`config.mk`:
```
export PLATFORM = sky130hd
export DESIGN_NAME = player_motion
export DESIGN_NICKNAME = d
export VERILOG_FILES = /design/src/rtl/player_pkg.sv /design/src/rtl/vsync_tick.sv /design/src/rtl/player_motion.sv
export SDC_FILE = /design/constraint.sdc
export NUM_CORES = 1
export LEC_CHECK = 0
export ABC_CLOCK_PERIOD_IN_PS = 7100
export BUFFER_PORTS_ARGS = -buffer_cell sky130_fd_sc_hd__buf_2
export CAP_MARGIN = 20
export CORE_MARGIN = 2
export CORE_UTILIZATION = 40
export DETAILED_ROUTE_END_ITERATION = 6
export SLEW_MARGIN = 20
export SYNTH_ARGS = -nofsm -noshare
export SYNTH_HDL_FRONTEND = slang
export SYNTH_SLANG_ARGS = --single-unit
```
`constraint.sdc`:
```
create_clock -name vga_clk -period 7.1 [get_ports vga_clk]
set_clock_uncertainty 0.05 [all_clocks]
set_input_delay 0.71 -clock vga_clk [delete_from_list [all_inputs] [get_ports vga_clk]]
set_output_delay 0.71 -clock vga_clk [all_outputs]
set_load 0.02 [all_outputs]
```
`src/rtl/player_pkg.sv`:
```
// Shared types, key codes and screen constants for the fighter motion controller.
package player_pkg;

  typedef enum logic [1:0] {
    GROUND  = 2'd0,
    AIR     = 2'd1,
    RESPAWN = 2'd2
  } motion_state_t;

  localparam logic [7:0] KEY_A = 8'h04;
  localparam logic [7:0] KEY_D = 8'h07;
  localparam logic [7:0] KEY_W = 8'h1A;

  localparam int SCREEN_W = 640;
  localparam int SCREEN_H = 480;

  function automatic logic key_down(input logic [15:0] kc, input logic [7:0] key);
    return (kc[15:8] == key) || (kc[7:0] == key);
  endfunction

endpackage

```
`src/rtl/vsync_tick.sv`:
```
// Registers the active-low VGA vsync and emits a one-cycle frame tick
// on the falling edge of the registered copy.
module vsync_tick (
  input  logic clk,
  input  logic reset,
  input  logic vsync,
  output logic tick
);

  logic vs_q, vs_d;
  logic vs_prev_q, vs_prev_d;

  always_comb begin
    vs_d      = vsync;
    vs_prev_d = vs_q;
  end

  always_ff @(posedge clk) begin
    if (reset) begin
      vs_q      <= 1'b0;
      vs_prev_q <= 1'b0;
    end else begin
      vs_q      <= vs_d;
      vs_prev_q <= vs_prev_d;
    end
  end

  assign tick = vs_prev_q & ~vs_q;

endmodule

```
`src/rtl/player_motion.sv`:
```
// Per-player sprite motion: walk, jump, gravity, landing, KO and respawn, one step per frame.
// Optional air jump enabled by defining PLAYER_DOUBLE_JUMP_EN.
//
// state   | meaning
// GROUND  | feet on the platform, walking / may jump
// AIR     | ballistic motion under gravity
// RESPAWN | parked at spawn point for RESPAWN_FRAMES frames after a KO
module player_motion
  import player_pkg::*;
#(
  parameter int SPR_W          = 40,
  parameter int SPR_H          = 60,
  parameter int FLOOR_Y        = 360,
  parameter int STAGE_X_MIN    = 80,
  parameter int STAGE_X_MAX    = 560,
  parameter int SPAWN_X        = 300,
  parameter int SPAWN_Y        = 100,
  parameter int WALK_SPEED     = 3,
  parameter int JUMP_VEL       = 12,
  parameter int MAX_FALL       = 8,
  parameter int KILL_Y         = SCREEN_H,
  parameter int RESPAWN_FRAMES = 60
) (
  input  logic        vga_clk,
  input  logic        Reset,
  input  logic        vsync,
  input  logic [15:0] keycode,
  output logic [9:0]  BallX,
  output logic [9:0]  BallY,
  output logic        on_ground,
  output logic        facing_left,
  output logic        ko_pulse,
  output logic [3:0]  ko_count
);

  localparam int RW = $clog2(RESPAWN_FRAMES + 1);

  localparam logic [10:0]        X_MAX     = 11'(SCREEN_W - SPR_W);
  localparam logic [10:0]        STEP      = 11'(WALK_SPEED);
  localparam logic [10:0]        HALF_W    = 11'(SPR_W / 2);
  localparam logic [10:0]        STG_MIN   = 11'(STAGE_X_MIN);
  localparam logic [10:0]        STG_MAX   = 11'(STAGE_X_MAX);
  localparam logic signed [11:0] FLOOR_TOP = 12'(FLOOR_Y - SPR_H);
  localparam logic signed [11:0] KILL_LIM  = 12'(KILL_Y);
  localparam logic signed [5:0]  VY_JUMP   = 6'(-JUMP_VEL);
  localparam logic signed [5:0]  VY_MAX    = 6'(MAX_FALL);
  localparam logic [9:0]         SPAWN_X10 = 10'(SPAWN_X);
  localparam logic signed [10:0] SPAWN_Y11 = 11'(SPAWN_Y);
  localparam logic [RW-1:0]      RESP_LOAD = RW'(RESPAWN_FRAMES);

  motion_state_t            state_q, state_d;
  logic [9:0]               x_q, x_d;
  logic signed [10:0]       y_q, y_d;
  logic signed [5:0]        vy_q, vy_d;
  logic [1:0]               jumps_q, jumps_d;
  logic                     jump_prev_q, jump_prev_d;
  logic                     facing_q, facing_d;
  logic                     on_ground_q, on_ground_d;
  logic                     ko_pulse_q, ko_pulse_d;
  logic [3:0]               ko_cnt_q, ko_cnt_d;
  logic [RW-1:0]            resp_cnt_q, resp_cnt_d;

  logic                     tick;
  logic                     key_l, key_r, key_j, jump_edge, move_l, move_r;
  logic [10:0]              x_sum, foot;
  logic [9:0]               x_mov;
  logic                     over_stage;
  logic signed [11:0]       y_ext, y_next;
  logic signed [5:0]        vy_grav;
  logic                     ko_hit, land, ceil_hit;

  vsync_tick u_vsync_tick (
    .clk   (vga_clk),
    .reset (Reset),
    .vsync (vsync),
    .tick  (tick)
  );

  always_comb begin
    key_l     = key_down(keycode, KEY_A);
    key_r     = key_down(keycode, KEY_D);
    key_j     = key_down(keycode, KEY_W);
    jump_edge = key_j & ~jump_prev_q;
    move_l    = key_l & ~key_r;
    move_r    = key_r & ~key_l;

    // 11-bit working copy so left underflow and right overflow both clamp cleanly
    x_sum = {1'b0, x_q};
    if (move_l)      x_sum = (x_sum < STEP) ? '0 : x_sum - STEP;
    else if (move_r) x_sum = x_sum + STEP;
    x_mov      = (x_sum > X_MAX) ? X_MAX[9:0] : x_sum[9:0];
    foot       = {1'b0, x_mov} + HALF_W;
    over_stage = (foot >= STG_MIN) && (foot <= STG_MAX);

    y_ext    = {y_q[10], y_q};
    y_next   = y_ext + {{6{vy_q[5]}}, vy_q};
    vy_grav  = (vy_q >= VY_MAX) ? VY_MAX : vy_q + 6'sd1;
    ko_hit   = (y_next >= KILL_LIM);
    land     = !vy_q[5] && (y_ext <= FLOOR_TOP) && (y_next >= FLOOR_TOP) && over_stage;
    ceil_hit = y_next[11];
  end

  always_comb begin
    state_d     = state_q;
    x_d         = x_q;
    y_d         = y_q;
    vy_d        = vy_q;
    jumps_d     = jumps_q;
    jump_prev_d = jump_prev_q;
    facing_d    = facing_q;
    ko_pulse_d  = 1'b0;
    ko_cnt_d    = ko_cnt_q;
    resp_cnt_d  = resp_cnt_q;

    if (tick) begin
      jump_prev_d = key_j;
      case (state_q)
        GROUND: begin
          x_d = x_mov;
          if (move_l | move_r) facing_d = move_l;
          if (jump_edge) begin
            vy_d    = VY_JUMP;
            jumps_d = 2'd1;
            state_d = AIR;
          end else if (!over_stage) begin
            vy_d    = '0;
            state_d = AIR;
          end
        end
        AIR: begin
          x_d = x_mov;
          if (move_l | move_r) facing_d = move_l;
          y_d  = y_next[10:0];
          vy_d = vy_grav;
`ifdef PLAYER_DOUBLE_JUMP_EN
          if (jump_edge && (jumps_q < 2'd2)) begin
            vy_d    = VY_JUMP;
            jumps_d = 2'd2;
          end
`endif
          if (ko_hit) begin
            state_d    = RESPAWN;
            x_d        = SPAWN_X10;
            y_d        = SPAWN_Y11;
            vy_d       = '0;
            jumps_d    = '0;
            ko_pulse_d = 1'b1;
            if (ko_cnt_q != 4'd15) ko_cnt_d = ko_cnt_q + 4'd1;
            resp_cnt_d = RESP_LOAD;
          end else if (land) begin
            y_d     = FLOOR_TOP[10:0];
            vy_d    = '0;
            jumps_d = '0;
            state_d = GROUND;
          end else if (ceil_hit) begin
            y_d  = '0;
            vy_d = '0;
          end
        end
        RESPAWN: begin
          x_d        = SPAWN_X10;
          y_d        = SPAWN_Y11;
          vy_d       = '0;
          resp_cnt_d = resp_cnt_q - RW'(1);
          if (resp_cnt_q == RW'(1)) state_d = AIR;
        end
        default: state_d = AIR;
      endcase
    end

    on_ground_d = (state_d == GROUND);
  end

  always_ff @(posedge vga_clk) begin
    if (Reset) begin
      state_q     <= AIR;
      x_q         <= SPAWN_X10;
      y_q         <= SPAWN_Y11;
      vy_q        <= '0;
      jumps_q     <= '0;
      jump_prev_q <= 1'b0;
      facing_q    <= 1'b0;
      on_ground_q <= 1'b0;
      ko_pulse_q  <= 1'b0;
      ko_cnt_q    <= '0;
      resp_cnt_q  <= '0;
    end else begin
      state_q     <= state_d;
      x_q         <= x_d;
      y_q         <= y_d;
      vy_q        <= vy_d;
      jumps_q     <= jumps_d;
      jump_prev_q <= jump_prev_d;
      facing_q    <= facing_d;
      on_ground_q <= on_ground_d;
      ko_pulse_q  <= ko_pulse_d;
      ko_cnt_q    <= ko_cnt_d;
      resp_cnt_q  <= resp_cnt_d;
    end
  end

  assign BallX       = x_q;
  assign BallY       = y_q[9:0];
  assign on_ground   = on_ground_q;
  assign facing_left = facing_q;
  assign ko_pulse    = ko_pulse_q;
  assign ko_count    = ko_cnt_q;

endmodule
```
==> results of run 1 <==
-- worst reg2reg max path: cells and delay by family (launching register included) --
kind | cells | cell delay [ps]
compound gates | 10 | 2660
fa+ha+maj | 2 | 490
buf+inv | 2 | 270
flops | 1 | 620
simple gates | 4 | 1110
-- per-layer routing --
layer	track usage, %	vias up	wire length, µm
met5	0	-	0
li1	-	1949	-
met2	29.1	109	4390
met1	28.1	1834	4970
met3	3.02	9	505
met4	4.25	0	67
-- worst paths after layout --
check | to | slack [ps] | depth (start not counted)
worst max-delay path | vy_q[2]$_SDFFE_PP0P_ | 1130 | 22
worst min-delay path | u_vsync_tick.vs_prev_q$_SDFF_PP0_ | 430 | 1
worst max register to register | vy_q[2]$_SDFFE_PP0P_ | 1750 | 18
worst min register to register | u_vsync_tick.vs_prev_q$_SDFF_PP0_ | 430 | 1
-- through the flow --
| stage | std cells | setup slack [ps] |
|---|---|---|
| 5_1_grt | 661 | 658 |
| 6_report | 661 | 1130 |
| 3_5_place_dp | 653 | 886 |
| 4_1_cts | 661 | 1190 |
| 3_3_place_gp | 653 | 1050 |
| 2_1_floorplan | 504 | 1720 |
-- registers in the layout, indices dropped and copies added, names as in the netlist --
| register | flops |
|---|---|
| facing_left | 1 |
| BallX | 10 |
| ko_count | 4 |
| u_vsync_tick.vs_prev_d | 1 |
| ko_pulse | 1 |
| vy_q | 6 |
| on_ground | 1 |
| jump_prev_q | 1 |
| y_q | 11 |
| resp_cnt_q | 6 |
| state_q | 2 |
| u_vsync_tick.vs_prev_q | 1 |
-- cell usage in the layout, fill, tap and decap left out, drive strengths merged, types with 13 or more instances in the layout --
master and count:
a21o 13, a31oi 13, buf 49, nand2 41, a21oi 38, ha 27, nor3 25, nand3 17
o21ai 28, nor2 30, dfxtp 45, inv 25
-- cell type report --
cell class                      instances  area [µm²]  area share, %
Multi-Input combinational cell        401        2770           64.4
Tap cell                              133         166           3.87
Clock buffer                            6        72.6           1.69
Sequential cell                        45         901           21.0
Clock inverter                          2        38.8          0.903
Inverter                               25        93.8           2.18
Timing Repair Buffer                   49         255           5.94
-- power groups by stage --
stage	sequential (mW)	combinational (mW)	clock [mW]
after detailed placement	0.267	0.0478	0
after floorplan	0.265	0.0348	0
after global routing	0.262	0.0540	0.210
final	0.261	0.0484	0.195
after CTS	0.261	0.0481	0.200
after global placement	0.267	0.0472	0
-- logic make-up (layout without fill, tap and decap cells) --
| group | Yosys count | after routing | synth area share (%) |
|---|---|---|---|
| AOI/OAI and AO/OA | 167 | 167 | 31.4 |
| xor gates and xnor gates | 11 | 11 | 2.44 |
| adders and majority gates | 28 | 28 | 9.07 |
| buffers and inverters | 58 | 82 | 7.04 |
| DFF | 45 | 45 | 22.8 |
| muxes | 6 | 6 | 1.59 |
| and+or+nand+nor | 189 | 189 | 25.7 |
==> results.ini, run 1 <==
[run_status]
status = finished clean

[yosys]
synthArstFlopShare_pct = 0
synth_seq_area_share_pct = 22.8
yosysTopAreaCellShare_pct = 22.8
synth_most_common_cell = dfxtp_1
netlist_top_cells_count = dfxtp_1 (45), nand2_1 (41), a21oi_1 (38)
synthTopCellsByArea = dfxtp_1 (23%), ha_1 (8.6%), a21oi_1 (4.8%), nand2_1 (3.9%), o21ai_0 (3.6%)
yosys_warnings = 0
synth_cell_types = 79
netlist_instances = 504
syn_area_um2 = 3950
synth_top_cell_by_area = dfxtp_1
synthFlopType = dfxtp_1
avgSynthCellArea_um2 = 7.83
synth-edff-count = 0
syn_nets = 551
synth-seq-cells = 45

[layout]
synthToLayoutAreaGrowth_pct = 8.85
fin_util_pct = 44.4
final_area_um2 = 4300
antenna_cells = 0
nNetsFinal = 574
final_layout_size_suffix_gt1_share_pct = 14.6
n_fill_cell = 1008

[floorplan]
ios = 46
coreArea_um2 = 9680
fp.dieW_um = 103
dieHeight_um = 103
die-area_um2 = 10700
start_util_pct = 40.7
std_cell_rows = 36

[power_and_ir_drop]
p_switching_mw = 0.125
cellLeakagePower_nw = 1.79
p_comb_share_pct = 9.6
p_seq_share_pct = 51.7
total_power_mw = 0.505
internal_power_mw = 0.380
p_per_area_nw_per_um2 = 117
irDropWorstVdd_mv = 0.0678
clkPwrFrac_pct = 38.7
switching_share_pct = 24.8

[timing]
finalMaxSlewViolations = 0
setup_violations = 0
fin_hold_ws_ps = 430
hold_viol = 0
tns_ps = 0
rsz0062_at_grt = false
min_period_ps = 5970
slew_headroom_pct = 23.8
fmax_mhz = 167
period_share_pct = 84.1
tightestPinTransition_ps = 1130

[cts]
cts_setup_buffers = 0
clkTransAtPathRegs_ps = 90
htree_levels = 2
cts_inserted_buffers = 5
clock-root-buffer = clkbuf_8
ctsLongestPathBuffers = 2
cts_tree = built
cts-resized-gates = 0
clock_sinks = 45
cts_hold_buf = 0
clock_latency_ps = 300

[routing]
wl_per_cell_um = 15.0
routed_wl_um = 9940
drc = 0
drt-pass1-iter-count = 4
num_vias = 3901
vias_per_cell = 5.90
postRouteAntennaNets = 0
drt_iter0_drc = 202

[critical_path]
crit_slowest_cell = o32ai_4
critPathLaunchType = input pin
cpPeakStageDelay_ps = 490
crit_family = compound AO/OA/AOI/OAI gates
crit_fanout = 12
cp-end-kind = register
worstReg2RegStart = BallX[0]$_SDFFE_PP0P_
arrival_ps = 6080
crit_type = in2reg
crit_path_start = keycode[5]
cp_cell_sequence = buf_2, nor3_1, nand3_1, o22a_1, ha_1, buf_4, or3b_2, a21o_1, a32o_1, o31ai_1, a211oi_1, nor2_1, inv_1, nand2_1, ha_1, nand2b_1, o2111ai_1, o2111ai_2, o32ai_4, a31oi_2, a41oi_2, a31oi_1
path_buf_inv = 3
required_ps = 7210
worst_path_most_repeated_cell = ha_1

[grt]
grt_pass1_vias = 3428
grt-ovfl-total = 0
grt_use_total_pct = 19.0
grt_pass1_wl_um = 16600
grt_max_degree = 40
grt_antenna_before_repair = 0

[hold_path]
hold_path.class = reg2reg
hp-start = u_vsync_tick.vs_prev_d$_SDFF_PP0_

[place]
dp_hpwl_um = 7550
gp_congestion = 0.884
placed_area_um2 = 4180
io_buffer_count = 45

[flow_run]
maxCapViolCount = 0

No activity file was read; power rests on OpenSTA's default activity.
==> run 2: changes to the inputs <==
Settings changed: ABC_AREA set to 1, ABC_CLOCK_PERIOD_IN_PS 7100 to 5600.
Clock period 7.1 ns to 5.6 ns, I/O delays scaled along.
==> run 2 against run 1 <==
  * Largest cell class unchanged
  * Non-clock buffer count decreased by 2
  * Sequential power is 31% higher
  * Critical endpoint is now vy_q[5]$_SDFFE_PP0P_
  * Power increased by 50%
  * Synthesized cell count rose by 22%
  * Worst hold slack got worse by 38 ps
  * Die area fell by 0.61%
==> results.ini, run 2 <==
[yosys]
yosys_warnings = 0  ; unchanged
syn_area_um2 = 3920  ; -0.63%
synth-seq-cells = 45  ; unchanged
synth_most_common_cell = nand2_1
avgSynthCellArea_um2 = 6.40  ; -18%
synth_seq_area_share_pct = 23.0  ; +0.15 points
netlist_top_cells_count = nand2_1 (130), inv_1 (79), nor2_1 (54)
netlist_instances = 613  ; +22%
yosysTopAreaCellShare_pct = 23.0  ; +0.15 points
synthFlopType = dfxtp_1
syn_nets = 660  ; +20%
synthTopCellsByArea = dfxtp_1 (23%), nand2_1 (12%), ha_1 (8.6%), inv_1 (7.6%), nand3_1 (6.8%)
synthArstFlopShare_pct = 0  ; unchanged
synth-edff-count = 0  ; unchanged
synth_cell_types = 47  ; -41%
synth_top_cell_by_area = dfxtp_1

[layout]
final_layout_size_suffix_gt1_share_pct = 15.2  ; +0.63 points
n_fill_cell = 1046  ; +3.8%
final_common_cell = nand2_1
regMostFlops = y_q
nNetsFinal = 690  ; +20%
synthToLayoutAreaGrowth_pct = 9.67
multiInputGateArea_um2 = 2550  ; -7.8%
antenna_cells = 0  ; unchanged
seqCellArea_um2 = 901  ; unchanged
layout_common_cells = nand2_1 (130), inv_1 (79), nor2_1 (54), nand3_1 (53), a21oi_1 (51)
largest_register_ffs = 11  ; unchanged

[critical_path]
crit_fanout = 12  ; unchanged
required_ps = 5750  ; -1460 ps
cpPeakStageDelay_ps = 320  ; -170 ps
critPathLaunchType = input pin
crit_type = in2reg
cp-end-kind = register
crit_slowest_cell = o32ai_1
r2r.worst_path.cells = 25  ; +7
arrival_ps = 4560  ; -1520 ps
r2r_setup_slack_ps = 1790  ; +40 ps
path_buf_inv = 6  ; +3
worstReg2RegStart = BallX[0]$_SDFFE_PP0P_
crit_family = simple AND/OR/NAND/NOR gates
worst_path_most_repeated_cell = nor2_1
reg2reg_to = vy_q[5]$_SDFFE_PP0P_

[grt]
grt_pass1_vias = 3628  ; +5.8%
grt_pass1_wl_um = 16700  ; +0.79%
grt-ovfl-total = 0  ; unchanged
grt_antenna_before_repair = 0  ; unchanged
grt_max_degree = 30  ; -25%
grt_use_total_pct = 19.3  ; +0.25 points

[power_and_ir_drop]
p_per_area_nw_per_um2 = 176  ; +50%
total_power_mw = 0.756  ; +50%
cellLeakagePower_nw = 2.11  ; +18%
irDropWorstVdd_mv = 0.108  ; +59%

[place]
place_ws_ps = 905  ; +19.2 ps
io_buffer_count = 45  ; unchanged
dp_hpwl_um = 7660  ; +1.4%
gp_congestion = 0.866  ; -2.0%

[cts]
cts_inserted_buffers = 5  ; unchanged
htree_levels = 2  ; unchanged
cts_setup_buffers = 0  ; unchanged
clock-root-buffer = clkbuf_8
cts_tree = built
cts-resized-gates = 0  ; unchanged
clock_latency_ps = 310  ; about the same
ctsLongestPathBuffers = 2  ; unchanged
cts_hold_buf = 0  ; unchanged
clkTransAtPathRegs_ps = 100  ; about the same
clock_sinks = 45  ; unchanged

[routing]
drc = 0  ; unchanged
drt_iter0_drc = 153  ; -24%
num_vias = 3968  ; +1.7%
wl_per_cell_um = 12.6  ; -16%
drt-pass1-iter-count = 4  ; unchanged
postRouteAntennaNets = 0  ; unchanged
routed_wl_um = 9760  ; -1.8%
vias_per_cell = 5.11  ; -13%

[floorplan]
coreArea_um2 = 9640  ; -0.47%
dieHeight_um = 103  ; -0.30%
std_cell_rows = 36  ; unchanged
ios = 46  ; unchanged
die-area_um2 = 10600  ; -0.61%
start_util_pct = 40.7  ; -0.069 points
fp.dieW_um = 103  ; -0.30%

[timing]
tightestPinTransition_ps = 662  ; -464 ps
period_share_pct = 78.8
tns_ps = 0  ; unchanged
layout_setup_ws_ps = 1190  ; +61.7 ps
slew_headroom_pct = 55.3  ; +31 points
finalMaxSlewViolations = 0  ; unchanged
rsz0062_at_grt = false
fmax_mhz = 227
setup_violations = 0  ; unchanged
hold_viol = 0  ; unchanged
fin_hold_ws_ps = 392  ; -37.9 ps
min_period_ps = 4410

[hold_path]
hp-start = u_vsync_tick.vs_prev_d$_SDFF_PP0_
min_to = u_vsync_tick.vs_prev_q$_SDFF_PP0_
hold_path.class = reg2reg
min_path_cells = 2  ; +1

[run_status]
status = finished clean

[flow_run]
maxCapViolCount = 0  ; unchanged

-- run 2: where the power goes --
group | total, mW | switching, mW | internal [mW] | leakage (nW)
logic | 0.157 | 0.104 | 0.0534 | 1.69
clock network | 0.257 | 0.123 | 0.134 | 0.0543
registers | 0.342 | 0.0127 | 0.329 | 0.365
total | 0.756 | 0.240 | 0.516 | 2.11
-- run 2: area by class of cell --
cell class / count / share of cell area, %
timing repair buffer: 47 / 5.59
sequential: 45 / 20.9
tap: 133 / 3.87
multi-input combinational: 457 / 59.3
clock inverter: 3 / 1.08
inverter: 87 / 7.59
clock buffer: 5 / 1.60
-- run 2: through the flow --
step / utilization [%] / cell area (µm²) / cells
2_1_floorplan: - / 3920 / 613
3_3_place_gp: 43.4 / 4190 / 769
3_5_place_dp: 43.4 / 4190 / 769
4_1_cts: 44.6 / 4300 / 777
5_1_grt: 44.6 / 4300 / 777
6_report: 44.6 / 4300 / 777
-- run 2: worst min-delay path, cell delays in order (launching register included) --
cell     delay, ps
dfxtp_1        310
inv_1           60
nor2_1          40
-- run 2: worst max-delay path by stage --
stage	start	slack [ps]	cells after the start	endpoint
after floorplan	keycode[15]	1530	27	vy_q[5]$_SDFFE_PP0P_
after global placement	keycode[15]	1080	28	vy_q[5]$_SDFFE_PP0P_
after detailed placement	keycode[15]	910	28	vy_q[5]$_SDFFE_PP0P_
after CTS	keycode[15]	1230	28	vy_q[5]$_SDFFE_PP0P_
after global routing	keycode[15]	600	28	vy_q[5]$_SDFFE_PP0P_
final	keycode[15]	1190	28	vy_q[5]$_SDFFE_PP0P_
-- run 2: logic make-up (layout without fill, tap and decap cells) --
group	Yosys count	in the layout	synth area share [%]
simple gates	299	299	35.9
mux	1	1	0.255
flops	45	45	23.0
compound gates	117	117	17.1
xor+xnor	12	12	2.68
buf+inv	111	142	12.0
fa+ha+maj	28	28	9.13
-- run 2: per-layer routing --
metal,share of wire (%),track usage (%),vias to the layer above
met2,44,30.8,71
met4,1.2,4.35,0
li1,-,-,2080
met5,0,0,-
met1,51,27.5,1808
met3,3.8,2.78,9
==> run 3: changes to the inputs <==
Settings changed: ABC_CLOCK_PERIOD_IN_PS 5600 to 3500.
Clock period 5.6 ns to 3.5 ns, I/O delays scaled along.
==> run 3 against run 2 <==
  * The run now ends with setup timing left
  * Final cell count is 8.0% higher
  * Critical path depth is 3 higher
  * Clock-buffer cell count stayed put
  * Power is 60% higher
  * Critical path type unchanged
  * Largest cell class unchanged
  * Highest routed layer unchanged
==> results.ini, run 3 (synthesis gave the netlist of run 2 again) <==
[run_status]
status = finished with violations
failed_checks = setup timing

[layout]
stdcell_count = 839  ; +8.0%
layout_common_cells = nand2_1 (122), inv_1 (72), buf_4 (62), nor2_1 (47)
n_fill_cell = 1008  ; -3.6%
largest_register_ffs = 11  ; unchanged
synthToLayoutAreaGrowth_pct = 27.6
regMostFlops = y_q
final_common_cell = nand2_1
antenna_cells = 0  ; unchanged
final_layout_size_suffix_gt1_share_pct = 29.6  ; +14 points
nNetsFinal = 752  ; +9.0%

[grt]
grt_use_total_pct = 21.5  ; +2.2 points
grt_pass1_vias = 3953  ; +9.0%
grt_antenna_before_repair = 0  ; unchanged
grt_pass1_wl_um = 18400  ; +10%
grt-ovfl-total = 0  ; unchanged
grt_max_degree = 30  ; unchanged

[critical_path]
arrival_ps = 3850  ; -710 ps
critPathLaunchType = input pin
crit_type = in2reg
crit_fanout = 4  ; -8
required_ps = 3710  ; -2040 ps
cp-end-kind = register
crit_family = simple AND/OR/NAND/NOR gates
path_buf_inv = 6  ; unchanged
crit_slowest_cell = nor4_4
worst_path_most_repeated_cell = nand2_1
cpPeakStageDelay_ps = 290  ; -30 ps

[timing]
fin_hold_ws_ps = 195  ; -197 ps
period_share_pct = 104
layout_setup_ws_ps = -148  ; -1340 ps
min_period_ps = 3650
rsz0062_at_grt = true
slew_headroom_pct = 45.0  ; -10 points
setup_violations = 16  ; +16
hold_viol = 0  ; unchanged
tightestPinTransition_ps = 814  ; +151 ps
fmax_mhz = 274
tns_ps = -1340  ; -1340 ps
finalMaxSlewViolations = 0  ; unchanged

[routing]
postRouteAntennaNets = 0  ; unchanged
vias_per_cell = 5.12  ; +0.31%
drc = 0  ; unchanged
num_vias = 4298  ; +8.3%
routed_wl_um = 11100  ; +13%
drt_iter0_drc = 231  ; +51%
drt-pass1-iter-count = 5  ; +1
wl_per_cell_um = 13.2  ; +5.0%

[floorplan]
dieHeight_um = 103  ; unchanged
coreArea_um2 = 9640  ; unchanged
fp.dieW_um = 103  ; unchanged
die-area_um2 = 10600  ; unchanged
std_cell_rows = 36  ; unchanged
start_util_pct = 40.7  ; unchanged
ios = 46  ; unchanged

[place]
io_buffer_count = 45  ; unchanged
gp_congestion = 0.886  ; +2.4%
placed_cells_incl_taps = 814  ; +5.9%
dp_hpwl_um = 8340  ; +9.0%

[cts]
clock_latency_ps = 310  ; about the same
htree_levels = 2  ; unchanged
cts_inserted_buffers = 5  ; unchanged
clkTransAtPathRegs_ps = 100  ; about the same
cts_hold_buf = 0  ; unchanged
ctsLongestPathBuffers = 2  ; unchanged
clock_sinks = 45  ; unchanged
cts_tree = built
clock-root-buffer = clkbuf_8

[power_and_ir_drop]
irDropWorstVdd_mv = 0.232  ; +110%
p_per_area_nw_per_um2 = 241  ; +37%
cellLeakagePower_nw = 2.41  ; +14%

[hold_path]
hold_path.class = in2reg

[flow_run]
maxCapViolCount = 0  ; unchanged

==> run 3: changes by cell type in the layout (fill, tap and decap cells not counted), moves of 5 or more <==
cell / previous run / this run
buf_4: 2 / 62
a21oi_1: 51 / 43
a21oi_2: 4 / 12
nand2_1: 130 / 122
nand3_1: 53 / 45
inv_1: 79 / 72
nand3_2: 3 / 10
nor2_1: 54 / 47
inv_2: 8 / 13
nand2_2: 9 / 14
nor2_2: 6 / 11
==> run 3: tightest hold or removal path: cells and delay by family <==
kind,cells,cell delay [ps]
buffers and inverters,2,130
AND/OR/NAND/NOR,1,30
==> run 3: layer usage <==
metal  GRT usage, %  vias to the layer above  routed length [µm]
met1           29.7                     1965                5280
met4           6.17                        0                 220
li1               -                     2202                   -
met5              0                        -                   0
met2           34.7                      110                5010
met3           3.32                       21                 554
==> run 3: through the flow <==
step / utilization [%] / area [µm²] / total power [mW] / worst slack [ps]
global route: 51.9 / 5000 / 1.27 / -453
detailed placement: 47.8 / 4610 / 0.842 / -643
CTS: 49.9 / 4810 / 1.18 / -157
global placement: 47.8 / 4610 / 0.839 / -563
finish: 51.9 / 5000 / 1.21 / -148
floorplan: - / 4020 / 0.752 / -150
==> run 3: cell type report <==
cell class                 instances  area (µm²)  area share [%]
clock buffer                       5        68.8            1.38
clock inverter                     3        17.5           0.350
timing repair inverter             1        7.51           0.150
inverter                          87         333            6.65
timing repair buffer             108         723            14.5
multi-input combinational        457        2790            55.7
tap                              133         166            3.33
sequential                        45         901            18.0
==> run 3: where the power goes <==
part	switching, mW	internal (mW)
sequential	0.0180	0.527
clock	0.198	0.138
combinational	0.197	0.129
==> run 3: worst paths after layout <==
path	to	from	slack [ps]	depth (start not counted)
max	vy_q[1]$_SDFFE_PP0P_	keycode[5]	-150	31
min	u_vsync_tick.vs_prev_d$_SDFF_PP0_	vsync	190	3
max reg2reg	vy_q[1]$_SDFFE_PP0P_	BallX[0]$_SDFFE_PP0P_	40	27
min reg2reg	u_vsync_tick.vs_prev_q$_SDFF_PP0_	u_vsync_tick.vs_prev_d$_SDFF_PP0_	390	2
==> run 3: timing repair <==
action	in CTS	in global routing
setup endpoints to repair	17	24
buffers inserted	5	11
gates cloned	1	0
gates resized for setup	19	26
pin swaps	20	12
